## src/rtl/sdr_pkg.sv

```systemverilog
// -----------------------------------------------------------------------------
// sdr_pkg
// Shared definitions for the SDRAM request arbiter: arbiter state encoding,
// default address/data widths and a helper that sizes requester indices.
// No ports (package).
// -----------------------------------------------------------------------------
package sdr_pkg;

    // Defaults match the SDRAM controller's user_addr / data_in widths.
    localparam int SDR_AW = 23;
    localparam int SDR_DW = 32;

    typedef enum logic [1:0] {
        IDLE    = 2'd0,
        WAIT_RD = 2'd1,
        WAIT_WR = 2'd2
    } sdr_state_e;

    // Width of a requester index; never narrower than one bit.
    function automatic int idx_width(input int n);
        return (n > 1) ? $clog2(n) : 1;
    endfunction

endpackage

```

## src/rtl/sdr_arb_pick.sv

```systemverilog
// -----------------------------------------------------------------------------
// sdr_arb_pick
// Combinational winner select. Scans the request vector starting at index
// 'ptr' and wrapping around; the first set request wins. With ptr held at 0
// this degenerates to fixed priority, lowest index first.
// Ports:
//   req  in  NREQ  pending requests
//   ptr  in  IW    index where the scan starts
//   gnt  out NREQ  one-hot winner (all zero when no request)
//   idx  out IW    binary index of the winner (0 when no request)
// -----------------------------------------------------------------------------
module sdr_arb_pick
    import sdr_pkg::*;
#(
    parameter int NREQ = 2,
    parameter int IW   = idx_width(NREQ)
) (
    input  logic [NREQ-1:0] req,
    input  logic [IW-1:0]   ptr,
    output logic [NREQ-1:0] gnt,
    output logic [IW-1:0]   idx
);

    logic [IW-1:0] cand;

    // Walk the candidates from lowest priority to highest so the last hit
    // written is the winner; avoids a separate "found" flag.
    always_comb begin
        gnt  = '0;
        idx  = '0;
        cand = '0;
        for (int k = NREQ - 1; k >= 0; k--) begin
            cand = IW'((int'(ptr) + k) % NREQ);
            if (req[cand]) begin
                gnt       = '0;
                gnt[cand] = 1'b1;
                idx       = cand;
            end
        end
    end

endmodule

```

## src/rtl/sdr_arbiter.sv

```systemverilog
// -----------------------------------------------------------------------------
// sdr_arbiter
// Multi-requester front end for the SDRAM controller. Grants one single-word
// request at a time, issues it with a one-cycle in_valid pulse, waits for the
// read data (or the end of the write) and routes read data to the owner.
// A watchdog answers a read with rsp_err=1 if no data arrives within TMO
// cycles of issue.
//
// Build option: define SDR_ARB_RR_EN for round-robin arbitration (scan
// starts after the last winner); otherwise fixed priority, lowest index wins.
//
// Ports (req_* buses flattened, requester i at slice i):
//   clk, rst_n              clock, asynchronous active-low reset
//   req_valid/rw/addr/wdata requests, held until req_ack
//   req_ack                 one-cycle pulse when the request is issued
//   rsp_valid               one-cycle pulse per requester, read completion
//   rsp_rdata, rsp_err      shared read data, timeout flag
//   sdr_addr/rw/wdata       request fields to the controller
//   sdr_in_valid            one-cycle issue pulse to the controller
//   sdr_busy, sdr_rdata, sdr_out_valid   controller status and read data
// -----------------------------------------------------------------------------
module sdr_arbiter
    import sdr_pkg::*;
#(
    parameter int NREQ = 2,
    parameter int AW   = SDR_AW,
    parameter int DW   = SDR_DW,
    parameter int TMO  = 255
) (
    input  logic               clk,
    input  logic               rst_n,
    input  logic [NREQ-1:0]    req_valid,
    input  logic [NREQ-1:0]    req_rw,
    input  logic [NREQ*AW-1:0] req_addr,
    input  logic [NREQ*DW-1:0] req_wdata,
    output logic [NREQ-1:0]    req_ack,
    output logic [NREQ-1:0]    rsp_valid,
    output logic [DW-1:0]      rsp_rdata,
    output logic               rsp_err,
    output logic [AW-1:0]      sdr_addr,
    output logic               sdr_rw,
    output logic [DW-1:0]      sdr_wdata,
    output logic               sdr_in_valid,
    input  logic               sdr_busy,
    input  logic [DW-1:0]      sdr_rdata,
    input  logic               sdr_out_valid
);

    localparam int IW = idx_width(NREQ);

    // Unpack the flattened request buses.
    logic [AW-1:0] addr_arr  [NREQ];
    logic [DW-1:0] wdata_arr [NREQ];

    genvar gi;
    generate
        for (gi = 0; gi < NREQ; gi++) begin : g_slice
            assign addr_arr[gi]  = req_addr[gi*AW +: AW];
            assign wdata_arr[gi] = req_wdata[gi*DW +: DW];
        end
    endgenerate

    sdr_state_e      state_q, state_d;
    logic [NREQ-1:0] req_ack_q, req_ack_d;
    logic [NREQ-1:0] rsp_valid_q, rsp_valid_d;
    logic [DW-1:0]   rsp_rdata_q, rsp_rdata_d;
    logic            rsp_err_q, rsp_err_d;
    logic [AW-1:0]   sdr_addr_q, sdr_addr_d;
    logic            sdr_rw_q, sdr_rw_d;
    logic [DW-1:0]   sdr_wdata_q, sdr_wdata_d;
    logic            sdr_in_valid_q, sdr_in_valid_d;
    logic [IW-1:0]   owner_q, owner_d;
    logic [7:0]      wdog_q, wdog_d;

    logic [IW-1:0]   ptr;
    logic [NREQ-1:0] win_gnt;
    logic [IW-1:0]   win_idx;
    logic            issue;

    // Only one transaction in flight: issue needs IDLE and an idle controller.
    assign issue = (state_q == IDLE) && !sdr_busy && (|req_valid);

    sdr_arb_pick #(
        .NREQ (NREQ),
        .IW   (IW)
    ) u_pick (
        .req (req_valid),
        .ptr (ptr),
        .gnt (win_gnt),
        .idx (win_idx)
    );

`ifdef SDR_ARB_RR_EN
    logic [IW-1:0] ptr_q, ptr_d;

    // Pointer moves past the winner, and only when a request is issued.
    always_comb begin
        ptr_d = ptr_q;
        if (issue) begin
            ptr_d = (win_idx == IW'(NREQ - 1)) ? '0 : win_idx + IW'(1);
        end
    end

    always_ff @(posedge clk or negedge rst_n) begin
        if (!rst_n) begin
            ptr_q <= '0;
        end else begin
            ptr_q <= ptr_d;
        end
    end

    assign ptr = ptr_q;
`else
    assign ptr = '0;
`endif

    always_comb begin
        state_d        = state_q;
        req_ack_d      = '0;
        rsp_valid_d    = '0;
        rsp_rdata_d    = rsp_rdata_q;
        rsp_err_d      = 1'b0;
        sdr_in_valid_d = 1'b0;
        sdr_addr_d     = sdr_addr_q;
        sdr_rw_d       = sdr_rw_q;
        sdr_wdata_d    = sdr_wdata_q;
        owner_d        = owner_q;
        wdog_d         = wdog_q;
        case (state_q)
            IDLE: begin
                if (issue) begin
                    sdr_in_valid_d = 1'b1;
                    sdr_addr_d     = addr_arr[win_idx];
                    sdr_rw_d       = req_rw[win_idx];
                    sdr_wdata_d    = wdata_arr[win_idx];
                    req_ack_d      = win_gnt;
                    owner_d        = win_idx;
                    wdog_d         = '0;
                    state_d        = req_rw[win_idx] ? WAIT_WR : WAIT_RD;
                end
            end
            WAIT_RD: begin
                // wdog_q equals the cycles elapsed since issue, so hitting
                // TMO-1 here puts the error response exactly TMO after issue.
                if (sdr_out_valid) begin
                    rsp_valid_d = NREQ'(1) << owner_q;
                    rsp_rdata_d = sdr_rdata;
                    state_d     = IDLE;
                end else if (wdog_q == 8'(TMO - 1)) begin
                    rsp_valid_d = NREQ'(1) << owner_q;
                    rsp_rdata_d = '0;
                    rsp_err_d   = 1'b1;
                    state_d     = IDLE;
                end else begin
                    wdog_d = wdog_q + 8'd1;
                end
            end
            WAIT_WR: begin
                // The controller only raises busy the cycle after in_valid,
                // so busy is meaningless while our pulse is still out.
                if (!sdr_in_valid_q && !sdr_busy) begin
                    state_d = IDLE;
                end
            end
            default: state_d = IDLE;
        endcase
    end

    always_ff @(posedge clk or negedge rst_n) begin
        if (!rst_n) begin
            state_q        <= IDLE;
            req_ack_q      <= '0;
            rsp_valid_q    <= '0;
            rsp_rdata_q    <= '0;
            rsp_err_q      <= 1'b0;
            sdr_addr_q     <= '0;
            sdr_rw_q       <= 1'b0;
            sdr_wdata_q    <= '0;
            sdr_in_valid_q <= 1'b0;
            owner_q        <= '0;
            wdog_q         <= '0;
        end else begin
            state_q        <= state_d;
            req_ack_q      <= req_ack_d;
            rsp_valid_q    <= rsp_valid_d;
            rsp_rdata_q    <= rsp_rdata_d;
            rsp_err_q      <= rsp_err_d;
            sdr_addr_q     <= sdr_addr_d;
            sdr_rw_q       <= sdr_rw_d;
            sdr_wdata_q    <= sdr_wdata_d;
            sdr_in_valid_q <= sdr_in_valid_d;
            owner_q        <= owner_d;
            wdog_q         <= wdog_d;
        end
    end

    assign req_ack      = req_ack_q;
    assign rsp_valid    = rsp_valid_q;
    assign rsp_rdata    = rsp_rdata_q;
    assign rsp_err      = rsp_err_q;
    assign sdr_addr     = sdr_addr_q;
    assign sdr_rw       = sdr_rw_q;
    assign sdr_wdata    = sdr_wdata_q;
    assign sdr_in_valid = sdr_in_valid_q;

endmodule
```

## config.mk

```make
export PLATFORM = sky130hd
export DESIGN_NAME = sdr_arbiter
export DESIGN_NICKNAME = d
export VERILOG_FILES = /design/src/rtl/sdr_pkg.sv /design/src/rtl/sdr_arb_pick.sv /design/src/rtl/sdr_arbiter.sv
export SDC_FILE = /design/constraint.sdc
export NUM_CORES = 1
export LEC_CHECK = 0
export BUFFER_PORTS_ARGS = -buffer_cell sky130_fd_sc_hd__buf_2
export CAP_MARGIN = 15
export CORE_MARGIN = 2
export CORE_UTILIZATION = 40
export DETAILED_ROUTE_END_ITERATION = 7
export PLACE_DENSITY = 0.72
export SYNTH_ARGS = -nofsm -noshare
export SYNTH_HDL_FRONTEND = slang
export SYNTH_SLANG_ARGS = --single-unit
```

## constraint.sdc

```tcl
create_clock -name clk -period 1.56 [get_ports clk]
set_input_delay 0.078 -clock clk [delete_from_list [all_inputs] [get_ports clk]]
set_output_delay 0.078 -clock clk [all_outputs]
set_load 0.03 [all_outputs]
```

### Word-level counts from Yosys, hierarchy flattened

Cells that the tools add are included.

| word-level totals | value |
|---|---|
| flip-flop bits (word level) | 105 |
| input port bits | 150 |
| output and inout port bits | 94 |
| word-level logic and storage cells | 71 |

| operators by class | value |
|---|---|
| equal/unequal tests | 8 |
| bitwise gates (word level) | 1 |
| reduce and logical (&&, ||, !) cells | 13 |
| $add $sub $neg | 1 |
| shift-type cells | 1 |
| mux-type cells | 34 |
| $lt $le $gt $ge | 2 |

Operator list:

| operator | count |
|---|---|
| 32-bit two-way mux | 5 |
| 23-bit two-way mux | 3 |
| 2-bit two-way mux | 12 |
| 8-bit two-way mux | 3 |
| 8-bit case mux with 2 select lines | 1 |
| 1-bit two-way mux | 9 |
| 8-bit by 1-bit adder with 8-bit output, second input constant | 1 |
| 8-bit equality test, second input constant | 1 |
| 2-bit inequality test, second input constant | 4 |
| 2-bit case mux with 3 select lines | 1 |
| 2-bit AND reduction | 2 |
| 4-bit AND reduction | 1 |
| 2-bit nonzero test | 2 |
| 1-bit logical AND | 3 |
| 3-bit inequality test, second input constant | 1 |
| 3-bit AND reduction | 1 |
| 2-bit by 1-bit equality test with 1-bit output, second input constant | 1 |
| 2-bit equality test, second input constant | 1 |
| 2-bit >= comparator, second input constant | 1 |
| 1-bit logical NOT | 2 |
| 2-bit logical NOT | 1 |
| 1-bit by 2-bit less-than comparator with 1-bit output, second input constant | 1 |
| 1-bit NOT with 2-bit output | 1 |
| 2-bit OR reduction | 1 |
| 1-bit by 1-bit left shift with 2-bit output, first input constant | 1 |

### Longest topological paths before layout

| logic depth | value |
|---|---|
| word-level depth | 7 |
| depth in mapped cells | 7 |
| mapped depth without buffers | 6 |

### By module

Synthesis repeated with hierarchy kept, for this count alone.

| unflattened totals | value |
|---|---|
| cells, all modules | 399 |
| area total of the unflattened synthesis | 4707.0 µm² |

Modules (own cells, without submodules):

| module | cells an instance | times used | area an instance (µm²) |
|---|---|---|---|
| sdr_arbiter | 395 | 1 | 4680.7 |
| sdr_arb_pick | 4 | 1 | 26.3 |

### Worst setup path before layout

Ideal clock, no wire load.

| timing path | value |
|---|---|
| path type | register to register |
| start point | reg wdog_q[0] |
| end point | reg rsp_rdata_q[10] (netlist: rsp_rdata[10]) |
| required time | 1.439 ns |
| setup slack | -0.051 ns |
| setup time | 0.121 ns |
| stages on the path, launching flop included | 8 |
| arrival time | 1.491 ns |
| cells stage by stage | dfrtp_1 -> inv_1 -> ha_1 -> nand3_1 -> o21ai_1 -> nand2_1 -> buf_2 -> a22o_1 |

| on the way | value |
|---|---|
| word-level cells in the longest chain between the ends | 3 |

RTL lines:

| element | RTL line | text |
|---|---|---|
| start: declaration | sdr_arbiter.sv:73 | `logic [7:0] wdog_q, wdog_d;` |
| start signal: assignment | sdr_arbiter.sv:193 | `wdog_q <= wdog_d;` |
| 8-bit equality test | sdr_arbiter.sv:149 | `end else if (wdog_q == 8'(TMO - 1)) begin` |
| 2-bit nonzero test (no line) | - |  |
| 2-bit AND reduction (no line) | - |  |
| end signal: assignment | sdr_arbiter.sv:186 | `rsp_rdata_q <= rsp_rdata_d;` |
| end: declaration | sdr_arbiter.sv:66 | `logic [DW-1:0] rsp_rdata_q, rsp_rdata_d;` |

Every way passes these cells.
A chain may end at the register's enable or synchronous reset.

### Worst setup path in the final report

| timing path | value |
|---|---|
| start point | reg state_q[1] |
| end point | reg wdog_q[5] |

| on the way | value |
|---|---|
| word-level cells in the longest chain between the ends | 5 |
| elaborated cells on any way between the ends | 10 |

RTL lines:

| element | RTL line | text |
|---|---|---|
| start: declaration | sdr_arbiter.sv:63 | `sdr_state_e state_q, state_d;` |
| start signal: assignment | sdr_arbiter.sv:183 | `state_q <= state_d;` |
| 2-bit logical NOT | sdr_arbiter.sv:81, sdr_arbiter.sv:129 |  |
| 1-bit logical AND (2 in a row) | sdr_arbiter.sv:81 | `assign issue = (state_q == IDLE) && !sdr_busy && (\|req_valid);` |
| 2-bit inequality test (no line) | - |  |
| 4-bit AND reduction (no line) | - |  |

Parallel ways exist; a longest one is shown, timed or not.

==> run summary <==
Worst stage delay on the critical path -> 420 ps
Flops & latches, synth -> 105
Final Net Count -> 867
Fill cells -> 849
Pwr Density -> 1540 mW/mm²
Clock-pin slew on the worst setup and hold paths -> 100 ps
Final Critical Period -> 1530 ps
Critical Path Fanout Max -> 5
Final Hold Vio Count -> 0
Clock Path Buffers -> 2
Core ar. -> 0.0109 mm²
Post-synth cell types -> 38
Final Skew -> 7.75 ps
Skew-Pair Late Insertion Delay -> 360 ps
Setup ws final -> 28.8 ps
Total of max-cap violations -> 0
Initial antenna violation count -> 0
Status -> complete, no violations
Post-DP HPWL -> 9280 µm
Final Max Tran Viols -> 0
Root Driver -> clkbuf_8
Syn_area_per_cell -> 11.4 µm²
Die width -> 110 µm
Cts bufs inserted -> 9
Pre-CTS WS -> 33.7 ps
Startpoint Class -> flip-flop
DIE AREA -> 0.0121 mm²
TNS Setup -> 0 ps
Worst Hold End -> sdr_wdata[13]
Row Count -> 38
Chip height -> 110 µm
Fraction of registers with async set/reset -> 100%
Post-layout instance area -> 0.00696 mm²
Total GRT Usage -> 22.3%
Area growth from synthesis to layout -> 54.8%
Hold Path Stages -> 3
Critical path's top delay family -> compound AO/OA/AOI/OAI gates
Register area share after synthesis -> 58.4%
Crit Path Category -> reg2reg
Post-route ant nets -> 0
Vias per Instance -> 4.98
TritonRoute pass-1 iters -> 6
Sink Count -> 105
# Post-CTS Setup Buffers -> 0
Placed cell area -> 0.00604 mm²
Top Ports -> 244
Synth Cell Area -> 0.00450 mm²
Via count -> 4285
H-tree levels -> 3
DRC viols -> 0
Layout cell share with drive strength beyond 1 -> 41.0%
Top_reg_cell synth -> dfrtp_1
Rel. slew slack -> 72.6%
IO Port Bufs -> 243
GR Overflow Total -> 0
Crit-path cells -> or3b_4 -> a41oi_4 -> a41oi_1 -> a31oi_2
Cells after Synth -> 394
Min-delay src -> req_wdata[13]
Period utilization -> 98.2%
R2r worst-path depth -> 4
RSZ-0062 raised after global routing -> false
Drt wl/cell -> 15.9 µm
Yosys warns -> 0
Reg2reg setup slack -> 30 ps
Antenna Cells -> 0
Min-delay worst type -> in2reg
Final setup fails -> 0
Final Util -> 64.0%
Starting Density -> 41.3%
WP buf/inv -> 0
DRT iter0 DRCs -> 254
Synthesized net count -> 546
Worst R2R End -> wdog_q[5]
EDFF count, synth -> 0
Routability cong. -> 0.798
Slowest CP cell -> or3b_4
Max Fclk -> 0.653 GHz
Largest net degree at the start of global routing -> 61
Req. time, crit path -> 1840 ps
Number of global-route vias before repair -> 4241
First-pass GRT wire length -> 20500 µm
Lkg Pwr -> 0.00379 µW
Least-Margin Pin Slew -> 407 ps
Crit. End Element -> flip-flop
Final WL -> 13700 µm
Reg-to-reg startpoint -> state_q[1]
Worst endpoint data arrival time -> 1820 ps
CTS tree -> yes
Maximum VDD drop -> 0.00109 V
-- metrics by stage --
| stage | power [µW] | std cells | hold WS [ps] |
|---|---|---|---|
| 2_1_floorplan | 7250 | 394 | -218 |
| 5_1_grt | 11400 | 860 | 2.51 |
| 4_1_cts | 10700 | 860 | 0.169 |
| 6_report | 10700 | 860 | 12.6 |
| 3_5_place_dp | 9010 | 772 | 27.8 |
| 3_3_place_gp | 8870 | 772 | 22.6 |
-- worst max path at each step --
stage                    start             to  slack, ps  depth (start not counted)
floorplan            wdog_q[0]  rsp_rdata[10]        0.3                          7
global placement    state_q[1]      wdog_q[1]         90                          4
detailed placement   wdog_q[0]      wdog_q[5]         30                          8
CTS                  wdog_q[0]      wdog_q[5]         10                          8
global route        state_q[1]      wdog_q[5]          1                          4
finish              state_q[1]      wdog_q[5]         30                          4
-- layout make-up --
type	instances	area (µm²)	share of cell area, %
clock buffer	12	145	2.08
clock inverter	4	27.5	0.395
inverter	4	15.0	0.216
multi-input combinational	258	1780	25.6
sequential	105	2630	37.7
tap	140	175	2.52
timing repair buffer	337	2190	31.5
-- synthesized netlist by cell type (3+ instances only) --
cell type	n	area, µm²
a21oi_1	3	15.0
a22o_1	32	280
a31oi_1	5	31.3
buf_2	12	60.1
buf_4	4	30.0
clkbuf_1	9	33.8
dfrtp_1	105	2630
inv_1	4	15.0
mux2i_1	55	551
nand2_1	62	233
nand3_1	8	40.0
nor2_1	5	18.8
o21ai_0	60	300
-- timing repair --
action | CTS | global route
hold buffers | 72 | 0
setup endpoints to repair | 0 | 89
hold endpoints to repair | 104 | 0
gates resized for setup | 0 | 9
-- per-layer routing --
metal  wire length (µm)  global-route usage [%]
met1               5450                    24.9
met2               6710                    40.4
met3               1120                    4.59
met4                421                    10.3
met5                  0                       0
-- where the power goes --
group / switching [µW] / internal (µW)
Clock: 901 / 630
Sequential: 555 / 3690
Combinational: 3260 / 1690
-- placed cells by master (no fill, tap or decap), types with 2 or more instances in the layout --
cell and count:
nand3_1 7, inv_1 2, clkbuf_1 2, nand2_1 62, o21ai_1 4, a21oi_1 3, clkinv_2 2, inv_2 2
nor2_1 4, buf_4 16, a22o_1 32, a31oi_1 4, buf_12 7, buf_2 242, clkbuf_8 10, dlygate4sd3_1 72
o21ai_0 57, mux2i_1 55, dfrtp_1 105
-- tightest hold or removal path, cell delays in order --
cell and delay [ps]:
buf_2 70, mux2i_1 50, o21ai_0 130
-- kinds of logic after synthesis --
group	Yosys count	share of synthesized area [%]
flip-flops	105	58.4
AND/OR/NAND/NOR	89	8.84
AO/OA/AOI/OAI	111	16.4
multiplexers	56	12.5
buffers and inverters	31	3.31
adder cells (fa/ha/maj)	2	0.556
-- registers in the layout (all words and copies together) (netlist names) --
signal / count
rsp_rdata: 32
sdr_wdata: 32
sdr_addr: 23
wdog_q: 8
req_ack: 2
rsp_valid: 2
state_q: 2
owner_q: 1
rsp_err: 1
sdr_in_valid: 1
sdr_rw: 1
(Power assumes the default switching activity.)
